===== src/rtl/gf180mcu_fd_sc_mcu7t5v0__clkdiv_multi.sv =====
// Multi-channel programmable clock divider.
// Each channel emits a flop-driven 50%-duty clock of period 2*(DIV+1), a
// one-cycle TICK on every rising edge of that clock, and a BUSY flag.
// Start and stop never shorten a phase. A new ratio is picked up only at a
// low-phase entry, which is IDLE->LO or HI->LO.
module gf180mcu_fd_sc_mcu7t5v0__clkdiv_multi #(
    parameter int unsigned CHANNELS  = 4,
    parameter int unsigned DIV_WIDTH = 8
) (
    input  logic                          CLK,
    input  logic                          RN,
    input  logic [CHANNELS-1:0]           EN,
    input  logic [CHANNELS*DIV_WIDTH-1:0] DIV,
    output logic [CHANNELS-1:0]           Z,
    output logic [CHANNELS-1:0]           TICK,
    output logic [CHANNELS-1:0]           BUSY
);

    typedef enum logic [1:0] {
        ST_IDLE = 2'd0,
        ST_LO   = 2'd1,
        ST_HI   = 2'd2
    } state_t;

    for (genvar g = 0; g < CHANNELS; g++) begin : g_ch
        state_t                 r_state;
        logic [DIV_WIDTH-1:0]   r_cnt;
        logic [DIV_WIDTH-1:0]   r_div_act;
        logic                   r_z;
        logic                   r_tick;
        logic                   r_busy;
        logic [DIV_WIDTH-1:0]   w_div;
        logic                   w_done;

        assign w_div  = DIV[g*DIV_WIDTH +: DIV_WIDTH];
        assign w_done = (r_cnt == r_div_act);

        // Per-channel phase sequencer: IDLE -> LO -> HI -> LO ... -> IDLE
        always_ff @(posedge CLK or negedge RN) begin
            if (!RN) begin
                r_state   <= ST_IDLE;
                r_cnt     <= '0;
                r_div_act <= '0;
                r_z       <= 1'b0;
                r_tick    <= 1'b0;
                r_busy    <= 1'b0;
            end else begin
                r_tick <= 1'b0;
                case (r_state)
                    ST_IDLE: begin
                        r_z <= 1'b0;
                        if (EN[g]) begin
                            r_div_act <= w_div;
                            r_cnt     <= '0;
                            r_state   <= ST_LO;
                            r_busy    <= 1'b1;
                        end
                    end
                    ST_LO: begin
                        if (!w_done) begin
                            r_cnt <= r_cnt + DIV_WIDTH'(1);
                        end else if (EN[g]) begin
                            r_z     <= 1'b1;
                            r_tick  <= 1'b1;
                            r_cnt   <= '0;
                            r_state <= ST_HI;
                        end else begin
                            // low phase finished with no run request: stop without a rising edge
                            r_cnt   <= '0;
                            r_state <= ST_IDLE;
                            r_busy  <= 1'b0;
                        end
                    end
                    ST_HI: begin
                        if (!w_done) begin
                            r_cnt <= r_cnt + DIV_WIDTH'(1);
                        end else begin
                            r_z       <= 1'b0;
                            r_cnt     <= '0;
                            r_div_act <= w_div;
                            if (EN[g]) begin
                                r_state <= ST_LO;
                            end else begin
                                r_state <= ST_IDLE;
                                r_busy  <= 1'b0;
                            end
                        end
                    end
                    default: begin
                        r_state <= ST_IDLE;
                        r_cnt   <= '0;
                        r_z     <= 1'b0;
                        r_busy  <= 1'b0;
                    end
                endcase
            end
        end

        assign Z[g]    = r_z;
        assign TICK[g] = r_tick;
        assign BUSY[g] = r_busy;
    end

endmodule

===== config.mk =====
export PLATFORM = sky130hd
export DESIGN_NAME = gf180mcu_fd_sc_mcu7t5v0__clkdiv_multi
export DESIGN_NICKNAME = d
export VERILOG_FILES = /design/src/rtl/gf180mcu_fd_sc_mcu7t5v0__clkdiv_multi.sv
export SDC_FILE = /design/constraint.sdc
export NUM_CORES = 1
export LEC_CHECK = 0
export ABC_CLOCK_PERIOD_IN_PS = 2370
export BUFFER_PORTS_ARGS = -buffer_cell sky130_fd_sc_hd__buf_4
export CAP_MARGIN = 20
export CORE_UTILIZATION = 55
export CTS_BUF_LIST = sky130_fd_sc_hd__clkbuf_8
export CTS_CLUSTER_SIZE = 12
export DETAILED_ROUTE_END_ITERATION = 6
export PLACE_DENSITY = 0.84
export REMOVE_ABC_BUFFERS = 1
export SETUP_SLACK_MARGIN = 0.1
export SYNTH_ARGS = -nofsm -noshare
export SYNTH_HDL_FRONTEND = slang
export SYNTH_SLANG_ARGS = --single-unit

===== constraint.sdc =====
create_clock -name CLK -period 2.37 [get_ports CLK]
set_clock_uncertainty 0.1 [all_clocks]
set_input_delay 0 -clock CLK [delete_from_list [all_inputs] [get_ports CLK]]
set_output_delay 0 -clock CLK [all_outputs]
set_load 0.01 [all_outputs]

## Yosys cells after proc, flatten, opt, wreduce, memory -nomap -nowiden

Index checks and enable logic that the tools add are counted.

- Add/subtract/negate cells: 4
- Multiply operators: 0
- Divide/modulo/power cells: 0
- Order comparisons: 0
- Equality and inequality tests: 36
- Shift-type cells: 0
- Muxes and demuxes: 88
- Bitwise operators: 0
- Reductions and logical operators: 28

Operator list:

| operator | count |
|---|---|
| $mux 8 | 16 |
| $pmux 8 s2 | 8 |
| $reduce_and 3->1 | 16 |
| $ne 2x2->1 const B | 20 |
| $mux 1 | 36 |
| $add 8x1->8 const B | 4 |
| $eq 8x8->1 | 4 |
| $mux 2 | 16 |
| $pmux 2 s3 | 4 |
| $pmux 1 s2 | 8 |
| $eq 2x1->1 const B | 4 |
| $eq 2x2->1 const B | 4 |
| $logic_not 2->1 | 4 |
| $ne 2x1->1 const B | 4 |
| $reduce_bool 2->1 | 4 |
| $reduce_or 2->1 | 4 |

- Bits in registers: 84
- Latch bits: 0
- RAM bits: 0
- Bits in read-only memories: 0
- Bits of input ports: 38
- Output and inout port bits: 12
- Word-level logic and storage cells: 180
- Memories: 0

## Longest topological paths before layout

Gate-level depths: netlist of the first run.

- Depth in word-level cells: 4
- Depth in mapped cells: 9
- Mapped depth without buffers: 7

## Worst setup path after synthesis of the first run

No wires, ideal clock.

- Kind: register to register
- From: register g_ch[2].r_state[0]
- To: register g_ch[2].r_div_act[7]
- Arrival: 1.816 ns
- Required time: 2.144 ns
- Setup slack: 0.327 ns
- Stages on the path, launching flop included: 10
- Buffers on the path: 2
- Clock period less this slack: 2.043 ns
- Cells stage by stage: dfrtp_1 -> inv_1 -> ha_1 -> and2_1 -> clkbuf_1 -> buf_2 -> a32o_1 -> a21oi_1 -> o21ai_1 -> a311o_1

- Longest elaborated chain between the ends: 3
- Elaborated cells on any way between the ends: 7
- Those cells by class: eq/ne (3); mux (1); reduce/logical (3)

Ends and longest elaborated chain:

| element | line | text |
|---|---|---|
| from (decl) | 26 | `state_t r_state;` |
| from (signal assigned) | 41 | `r_state <= ST_IDLE;` |
| from (signal assigned) | 55 | `r_state <= ST_LO;` |
| from (signal assigned) | 66 | `r_state <= ST_HI;` |
| $eq 2x2->1 or $logic_not 2->1 (tied branches) | 49 | `case (r_state)` |
| $ne 2x2->1 (no line) or $reduce_bool 2->1 (tied branches) | -- |  |
| $reduce_and 3->1 (no line) | -- |  |
| to (signal assigned) | 53 | `r_div_act <= w_div;` |
| to (signal assigned) | 80 | `r_div_act <= w_div;` |
| to (decl) | 28 | `logic [DIV_WIDTH-1:0] r_div_act;` |

Several ways; a longest one is shown, not always the timed one.
A chain may end at the register's enable or synchronous reset.

## Worst setup path after layout of the first run

- From: register g_ch[2].r_state[0]
- To: register g_ch[2].r_div_act[3]

The elaborated chain is that of the path after synthesis.

==> results.cfg, run 1 <==
[clocking]
cts.path.max_buffers = 2
cts_sinks = 84
root_buffer = clkbuf_8
cts_buffers = 9
clkLatencyLatePin_ns = 0.35
post_cts_buffers = 0
htreeDepth = 3
clkTransAtPathRegs_ns = 0.09
cts_tree = yes

[synthesis]
synth_area_sq_um = 5530
yosysMostFrequentCell = dfrtp_1
synthTopCellsByCount = 84 x dfrtp_1, 83 x nand2_1, 45 x nor2_1, 34 x xor2_1, 31 x nand3_1
ys_seq_area_share_pct = 38.0
ys_warn_count = 0
netlist.area_leader.share_pct = 38.0
synthCells = 632
synth_cell_types = 42
synth_top_area_cell = dfrtp_1
synth-edff-count = 0
synthArstFlopShare_pct = 100
ys_top_cells_by_area = dfrtp_1 38%, nand2_1 5.6%, xor2_1 5.4%
syn_avg_cell_area_sq_um = 8.76
ys_ff_latch = 84
ys.flop_type = dfrtp_1

[worst_setup_path]
startpoint_type = flip-flop
required_ns = 2.51
path_class = flip-flop to flip-flop
critPathCaptureType = flip-flop
critPathArrivalTime_ns = 2.27
reg2reg_setup_slack_ns = 0.24
crit_fanout = 10

[cells_and_area]
layout-drive-gt1-share_pct = 13.9
multi_input_area_sq_um = 3110
fin_area_sq_um = 6540
n_antenna_cell = 0
regArea_sq_um = 2100
final_util_pct = 66.9
nNetsFinal = 761
syn_to_final_growth_pct = 18.1
final.fill_count = 768
stdcell_count = 839

[die]
num_io_pins = 50
initial_core_util_pct = 56.6
coreArea_sq_um = 9770
die_w_um = 102
rows = 36
die_h_um = 102
die-area_sq_um = 10500

[min_path]
hp-class = input pin to asynchronous set/reset pin

[timing]
tns_ns = 0
slew_headroom_pct = 56.1
max_freq_ghz = 0.469
slew_viol_final = 0
post-route-min-period_ns = 2.13
rsz0062_at_grt = yes
hold_slack_ns = 0.115
post-route-period-util_pct = 90.0
finalHoldViolCount = 0
tightest_slew_ns = 0.655
setup_viol = 0
setup_ws_ns = 0.238

[global_routing]
grt_usage_pct = 25.6
grt_pass1_vias = 4761
grt_max_degree = 85
grt_use_met3_pct = 4.58
antenna_found_initial = 0
met1_usage_pct = 31.6
grt-ovfl-total = 0
grt_pass1_wl_um = 21400
gr-usage-met2_pct = 45.4
globalRoute.busiestLayer = met2

[place]
detailed_place_hpwl_um = 8550
gp_congestion = 0.855
post-place-ws_ns = 0.211
port_buffers = 49
dpl.cell_count = 788
placed_area_sq_um = 5990

[detailed_routing]
drtIter0Drc = 266
firstDrtPassIters = 5
drc_errors = 0
wl_per_cell_um = 15.5
postRouteAntennaNets = 0
wirelength_um = 13000
vias = 5104
avgViaCountPerCell = 6.08

[pwr]
p_leak_nw = 2.81
irDropWorstVdd_mv = 0.540
powerDensity_nw_per_um2 = 792
report.power.total_mw = 5.18

[job]
drv_cap = 0

[status]
status = complete, no violations
## per-layer routing
metal	up-vias	routed length [um]
met5	-	0
met4	0	194
met3	20	568
met2	184	6690
met1	2469	5550
li1	2431	-
## cells by family (layout without fill, tap and decap cells)
logic type	count (synthesis)	count (layout)	share of synthesized area (%)
adders and majority gates	20	20	4.52
DFF	84	84	38.0
xor gates and xnor gates	36	36	5.70
AOI/OAI and AO/OA	180	180	23.2
and+or+nand+nor	231	231	20.6
muxes	11	11	1.99
buffers and inverters	70	144	6.04
## worst paths after layout
check                                          startpoint                          endpoint  cells after the start
max in group asynchronous                              RN  g_ch[1].r_div_act[3]$_DFFE_PN0P_                      3
hold / removal                                         RN    g_ch[2].r_state[0]$_DFFE_PN0P_                      3
min in group CLK                                   DIV[6]  g_ch[0].r_div_act[6]$_DFFE_PN0P_                      3
setup / recovery           g_ch[2].r_state[0]$_DFFE_PN0P_  g_ch[2].r_div_act[3]$_DFFE_PN0P_                      7
hold reg to reg                g_ch[3].r_busy$_DFFE_PN0P_        g_ch[3].r_busy$_DFFE_PN0P_                      2
setup reg to reg           g_ch[2].r_state[0]$_DFFE_PN0P_  g_ch[2].r_div_act[3]$_DFFE_PN0P_                      7
## what timing repair did
action / in CTS / in global routing
hold buffers: 37 / 0
setup endpoints to repair: 0 / 11
resized for setup: 0 / 4
hold endpoints to repair: 135 / 0
## cells in the final DEF (no fill, tap or decap), types with 6 or more instances in the layout
master	Yosys	final
a21oi_1	30	30
a221oi_1	8	8
a22oi_1	10	10
a311o_1	24	24
a32o_1	16	16
and3_1	10	10
buf_4	12	70
clkbuf_8	0	10
dfrtp_1	84	84
dlygate4sd3_1	0	37
ha_1	20	19
inv_1	21	23
mux2i_1	11	11
nand2_1	83	83
nand2b_1	11	11
nand3_1	31	31
nand4_1	6	6
nor2_1	45	45
nor2b_1	17	16
nor3_1	7	7
nor3b_1	8	8
nor4_2	8	8
o21ai_0	19	19
o21ai_1	30	30
o221a_1	8	8
o22ai_1	10	10
o31ai_1	10	10
xor2_1	34	34
## sequential cells by signal, indices dropped and copies added, names as in the netlist
signal	count
g_ch.r_cnt	32
g_ch.r_div_act	32
g_ch.r_state	8
g_ch.r_busy	4
g_ch.r_tick	4
g_ch.r_z	4
## area by class of cell
cell class	count	area share [%]
inverter	22	1.26
clock buffer	10	2.11
multi-input combinational	478	47.6
sequential	84	32.2
clock inverter	4	0.306
tap	133	2.55
timing repair buffer	108	14.0
## power breakdown
group          internal [mW]  switching, mW  total (mW)
combinational          0.981           1.21        2.19
sequential              1.74          0.361        2.10
clock                  0.390          0.498       0.887
## critical path: stages, from the launching register on
cell	delay [ns]
dfrtp_1	0.41
inv_1	0.09
ha_1	0.25
clkinv_1	0.32
a32o_1	0.33
a21oi_1	0.13
o21ai_0	0.12
a311o_1	0.28
No activity file was read; power rests on OpenSTA's default activity.
==> inputs of run 2 (changes only) <==
Settings changed: ABC_CLOCK_PERIOD_IN_PS 2370 to 2000.
Clock period 2.37 ns to 2 ns, I/O delays scaled along.
==> results.cfg, run 2 (synthesis gave the netlist of run 1 again) <==
[worst_setup_path]
crit_path_top_delay_cell = dfrtp_1
crit_buf_inv = 1
path_class = flip-flop to flip-flop
critPathCaptureType = flip-flop
required_ns = 2.13
cpPeakStageDelay_ns = 0.44
critPathArrivalTime_ns = 2.12
cp_cell_sequence = xor2_1 -> nor4_2 -> nand2_2 -> buf_12 -> a311o_1
crit_fanout = 6
cp_top_family = simple AND/OR/NAND/NOR gates
startpoint_type = flip-flop

[place]
placed_area_sq_um = 6180
gp_congestion = 0.861
post-place-ws_ns = -0.0881
port_buffers = 49
detailed_place_hpwl_um = 9290

[status]
status = complete, no violations

[cells_and_area]
mostFrequentLayoutCell = buf_4
n_antenna_cell = 0
final.fill_count = 597
syn_to_final_growth_pct = 33.0
reg.largest.list = g_ch.r_cnt (32), g_ch.r_div_act (32), g_ch.r_state (8)
nNetsFinal = 824
fin_area_sq_um = 7360
layout_common_cells = 117 x buf_4, 81 x nand2_1, 73 x dfrtp_1, 44 x nor2_1, 37 x dlygate4sd3_1
layout-drive-gt1-share_pct = 26.9

[die]
die-area_sq_um = 10500
die_h_um = 102
initial_core_util_pct = 56.6
coreArea_sq_um = 9770
die_w_um = 102
rows = 36
num_io_pins = 50

[clocking]
clkTransAtPathRegs_ns = 0.10
root_buffer = clkbuf_8
cts_sinks = 84
cts.path.max_buffers = 2
cts_tree = yes
cts_buffers = 9
htreeDepth = 3
clkLatencyLatePin_ns = 0.35

[global_routing]
grt-ovfl-total = 0
grt_max_degree = 45
grt_pass1_wl_um = 22500
grt_pass1_vias = 5065
antenna_found_initial = 0
grt_usage_pct = 26.8

[detailed_routing]
vias = 5601
wirelength_um = 15700
firstDrtPassIters = 5
wl_met3_um = 981
top_layer_used = met4
wl_per_cell_um = 17.4
drc_errors = 0
wl_met2_um = 7910
wl_met1_um = 6520
avgViaCountPerCell = 6.20
postRouteAntennaNets = 0
drtIter0Drc = 384

[timing]
setup_ws_ns = 0.00954
tightest_slew_ns = 0.537
setup_viol = 0
max_freq_ghz = 0.502
rsz0062_at_grt = yes
post-route-period-util_pct = 99.5
hold_slack_ns = 0.0584
finalHoldViolCount = 0
post-route-min-period_ns = 1.99
slew_viol_final = 0
slew_headroom_pct = 64.2

[pwr]
irDropWorstVdd_mv = 0.778
powerDensity_nw_per_um2 = 969
p_leak_nw = 3.21

[min_path]
hp-class = input pin to asynchronous set/reset pin

[job]
drv_cap = 0
[run 2: cell count changes in the layout (fill, tap and decap cells not counted), moves of 5 or more]
cell,change
dfrtp_2,+11
buf_6,+7
inv_1,-5
a221oi_2,+6
o21ai_0,-5
dfrtp_1,-11
o21ai_1,+5
buf_4,+47
a221oi_1,-6
[run 2: final timing paths]
| kind | from | endpoint | slack (ns) | cells past startpoint |
|---|---|---|---|---|
| worst max-delay path | g_ch[2].r_cnt[1]$_DFFE_PN0P_ | g_ch[2].r_div_act[5]$_DFFE_PN0P_ | 0.01 | 5 |
| worst min-delay path | RN | g_ch[2].r_z$_DFFE_PN0P_ | 0.06 | 2 |
| worst max register to register | g_ch[2].r_cnt[1]$_DFFE_PN0P_ | g_ch[2].r_div_act[5]$_DFFE_PN0P_ | 0.01 | 5 |
| worst min register to register | g_ch[1].r_cnt[4]$_DFFE_PN0P_ | g_ch[1].r_cnt[4]$_DFFE_PN0P_ | 0.41 | 1 |
| max in group asynchronous | RN | g_ch[0].r_cnt[0]$_DFFE_PN0P_ | 1.08 | 3 |
| min in group CLK | DIV[4] | g_ch[0].r_div_act[4]$_DFFE_PN0P_ | 0.39 | 3 |
[run 2: power breakdown]
group | switching, mW | total [mW] | leakage, nW | internal [mW]
clock network | 0.624 | 1.10 | 0.0893 | 0.473
registers | 0.438 | 2.50 | 1.07 | 2.07
logic | 1.85 | 3.53 | 2.05 | 1.68
[run 2: what timing repair did]
item                                    CTS  global route
pin swaps                                 4            28
resized for setup                        27            50
buffers inserted                         14            23
endpoints found under the setup margin   41            58
hold endpoints to repair                134             0
hold buffers                             37             0
cloned                                    0             5
[run 2: final cells by class]
type	instances	area, sq um	share of cell area [%]
Sequential cell	84	2120	28.8
Clock buffer	10	138	1.87
Tap cell	133	166	2.26
Timing Repair Buffer	170	1510	20.5
Clock inverter	5	30.0	0.408
Multi-Input combinational cell	479	3310	45.0
Inverter	22	87.6	1.19
[run 2: worst register-to-register path: stages, from the launching register on]
cell and delay (ns):
dfrtp_1 0.44, xor2_1 0.20, nor4_2 0.39, nand2_2 0.22
buf_12 0.20, a311o_1 0.34
[run 2: layer usage]
metal  vias up  GRT usage [%]
met1      2739           33.3
met2       255           48.3
met4         0           9.23
met3        41           3.15
li1       2566              -
met5         -              0
[run 2: through the flow]
step                      std cells  power [mW]  TNS, ns  utilization [%]
after global placement          809        4.98        0             63.2
final                           903        7.13        0             75.3
after floorplan                 584        4.22    -3.68                -
after global routing            903        7.53   -0.259             75.3
after detailed placement        809        5.18   -0.281             63.2
after CTS                       875        6.46        0             70.6
==> inputs of run 3 (changes only) <==
Settings changed: PLACE_DENSITY 0.84 to 0.76.
==> results.cfg, run 3 (synthesis gave the netlist of run 1 again) <==
[detailed_routing]
firstDrtPassIters = 5
drtIter0Drc = 240
wl_per_cell_um = 16.0
avgViaCountPerCell = 5.98
vias = 5336
postRouteAntennaNets = 0
drc_errors = 0
wirelength_um = 14300

[timing]
max_freq_ghz = 0.488
post-route-min-period_ns = 2.05
slew_headroom_pct = 40.8
setup_viol = 8
post-route-period-util_pct = 102
rsz0062_at_grt = yes
setup_ws_ns = -0.0497
finalHoldViolCount = 0
hold_slack_ns = 0.0598
slew_viol_final = 0
tightest_slew_ns = 0.886

[worst_setup_path]
r2r-end = g_ch[0].r_div_act[7]$_DFFE_PN0P_
startpoint_type = flip-flop
required_ns = 2.14
cpPeakStageDelay_ns = 0.45
cp_cell_sequence = xor2_1 -> nor4_2 -> buf_4 -> nand4_1 -> buf_6 -> o221a_1
critPathArrivalTime_ns = 2.19
path_class = flip-flop to flip-flop
crit_fanout = 8
crit_path_top_delay_cell = dfrtp_2
reg2reg_setup_slack_ns = -0.05
reg2reg_depth = 6
r2r-start = g_ch[0].r_cnt[4]$_DFFE_PN0P_
critPathCaptureType = flip-flop

[die]
initial_core_util_pct = 56.6
die_w_um = 102
die-area_sq_um = 10500
rows = 36
num_io_pins = 50
die_h_um = 102
coreArea_sq_um = 9770

[clocking]
cts_buffers = 9
root_buffer = clkbuf_8
cts.path.max_buffers = 2
clkTransAtPathRegs_ns = 0.09
cts_sinks = 84
htreeDepth = 3
cts_tree = yes
clkLatencyLatePin_ns = 0.36

[cells_and_area]
layout_common_cells = 107 x buf_4, 80 x dfrtp_1, 79 x nand2_1, 44 x nor2_1, 38 x dlygate4sd3_1
final.fill_count = 664
final_util_pct = 74.8
layout-drive-gt1-share_pct = 24.8
n_antenna_cell = 0
syn_to_final_growth_pct = 32.1
mostFrequentLayoutCell = buf_4
nNetsFinal = 813
reg.largest.list = g_ch.r_cnt (32), g_ch.r_div_act (32), g_ch.r_state (8)

[global_routing]
grt-ovfl-total = 0
grt_pass1_vias = 4947
grt_pass1_wl_um = 22100
grt_usage_pct = 26.7
grt_max_degree = 41
antenna_found_initial = 0

[place]
detailed_place_hpwl_um = 8860
gp_congestion = 0.828
port_buffers = 49

[min_path]
hp-class = input pin to asynchronous set/reset pin

[pwr]
powerDensity_nw_per_um2 = 964
p_leak_nw = 3.20
irDropWorstVdd_mv = 0.638

[job]
drv_cap = 0

[status]
status = finished, violations left
violations = setup timing
## run 3: cell types whose count changed in the layout (fill, tap and decap cells not counted), moves of 3 or more
cell and delta:
buf_4 -10, buf_6 -3, dfrtp_1 +7, dfrtp_2 -7
## run 3: cell type report
cell class | count | area [sq um] | share of cell area [%]
multi-input combinational | 479 | 3290 | 45.0
sequential | 84 | 2110 | 28.8
timing repair buffer | 159 | 1460 | 19.9
tap | 133 | 166 | 2.28
clock buffer | 12 | 165 | 2.26
inverter | 22 | 85.1 | 1.16
clock inverter | 3 | 37.5 | 0.514
## run 3: stage by stage
step | power (mW) | instances | TNS, ns | setup slack, ns | cell area, sq um
3_3_place_gp | 5.03 | 812 | 0 | 0.0242 | 6220
5_1_grt | 7.50 | 892 | -0.593 | -0.0836 | 7310
3_5_place_dp | 5.19 | 812 | -0.264 | -0.0555 | 6220
4_1_cts | 6.68 | 873 | 0 | 0.0704 | 6940
6_report | 7.04 | 892 | -0.167 | -0.0497 | 7310
2_1_floorplan | 4.22 | 584 | -3.68 | -0.222 | 5280
## run 3: repair_timing
item | 4_1_cts | 5_1_grt
endpoints found under the setup margin | 35 | 67
endpoints found under the hold margin | 135 | 0
setup buffers | 7 | 15
hold buffers | 38 | 0
pin swaps | 5 | 34
gates cloned | 1 | 4
resized for setup | 15 | 50
## run 3: report_power, final
part | internal, mW | leakage [nW] | switching, mW
Sequential | 2.06 | 1.08 | 0.413
Clock | 0.665 | 0.111 | 0.601
Combinational | 1.64 | 2.01 | 1.66
## run 3: routing by layer
metal,part of all wire (%),track usage (%),routed length (um)
met3,5.1,4.24,729
met5,0,0,0
met2,51,46.5,7260
met4,1.1,8.79,163
met1,43,34.0,6140
## run 3: critical path, delay by kind of cell, from the launching register on
family                 cells  cell delay [ns]
flip-flops                 1             0.45
XOR/XNOR                   1             0.18
AND/OR/NAND/NOR            2             0.58
AO/OA/AOI/OAI              1             0.22
buffers and inverters      2             0.41
## run 3: how the worst max path moves through the flow
stage / from / to / slack, ns / depth (start not counted)
after floorplan: g_ch[3].r_state[1]$_DFFE_PN0P_ / g_ch[3].r_cnt[7]$_DFFE_PN0P_ / -0.22 / 7
after global placement: g_ch[2].r_state[0]$_DFFE_PN0P_ / g_ch[2].r_div_act[1]$_DFFE_PN0P_ / 0.02 / 7
after detailed placement: g_ch[2].r_state[1]$_DFFE_PN0P_ / g_ch[2].r_div_act[4]$_DFFE_PN0P_ / -0.06 / 7
after CTS: g_ch[2].r_cnt[0]$_DFFE_PN0P_ / g_ch[2].r_div_act[1]$_DFFE_PN0P_ / 0.07 / 5
after global routing: g_ch[0].r_cnt[4]$_DFFE_PN0P_ / g_ch[0].r_div_act[7]$_DFFE_PN0P_ / -0.08 / 6
final: g_ch[0].r_cnt[4]$_DFFE_PN0P_ / g_ch[0].r_div_act[7]$_DFFE_PN0P_ / -0.05 / 6
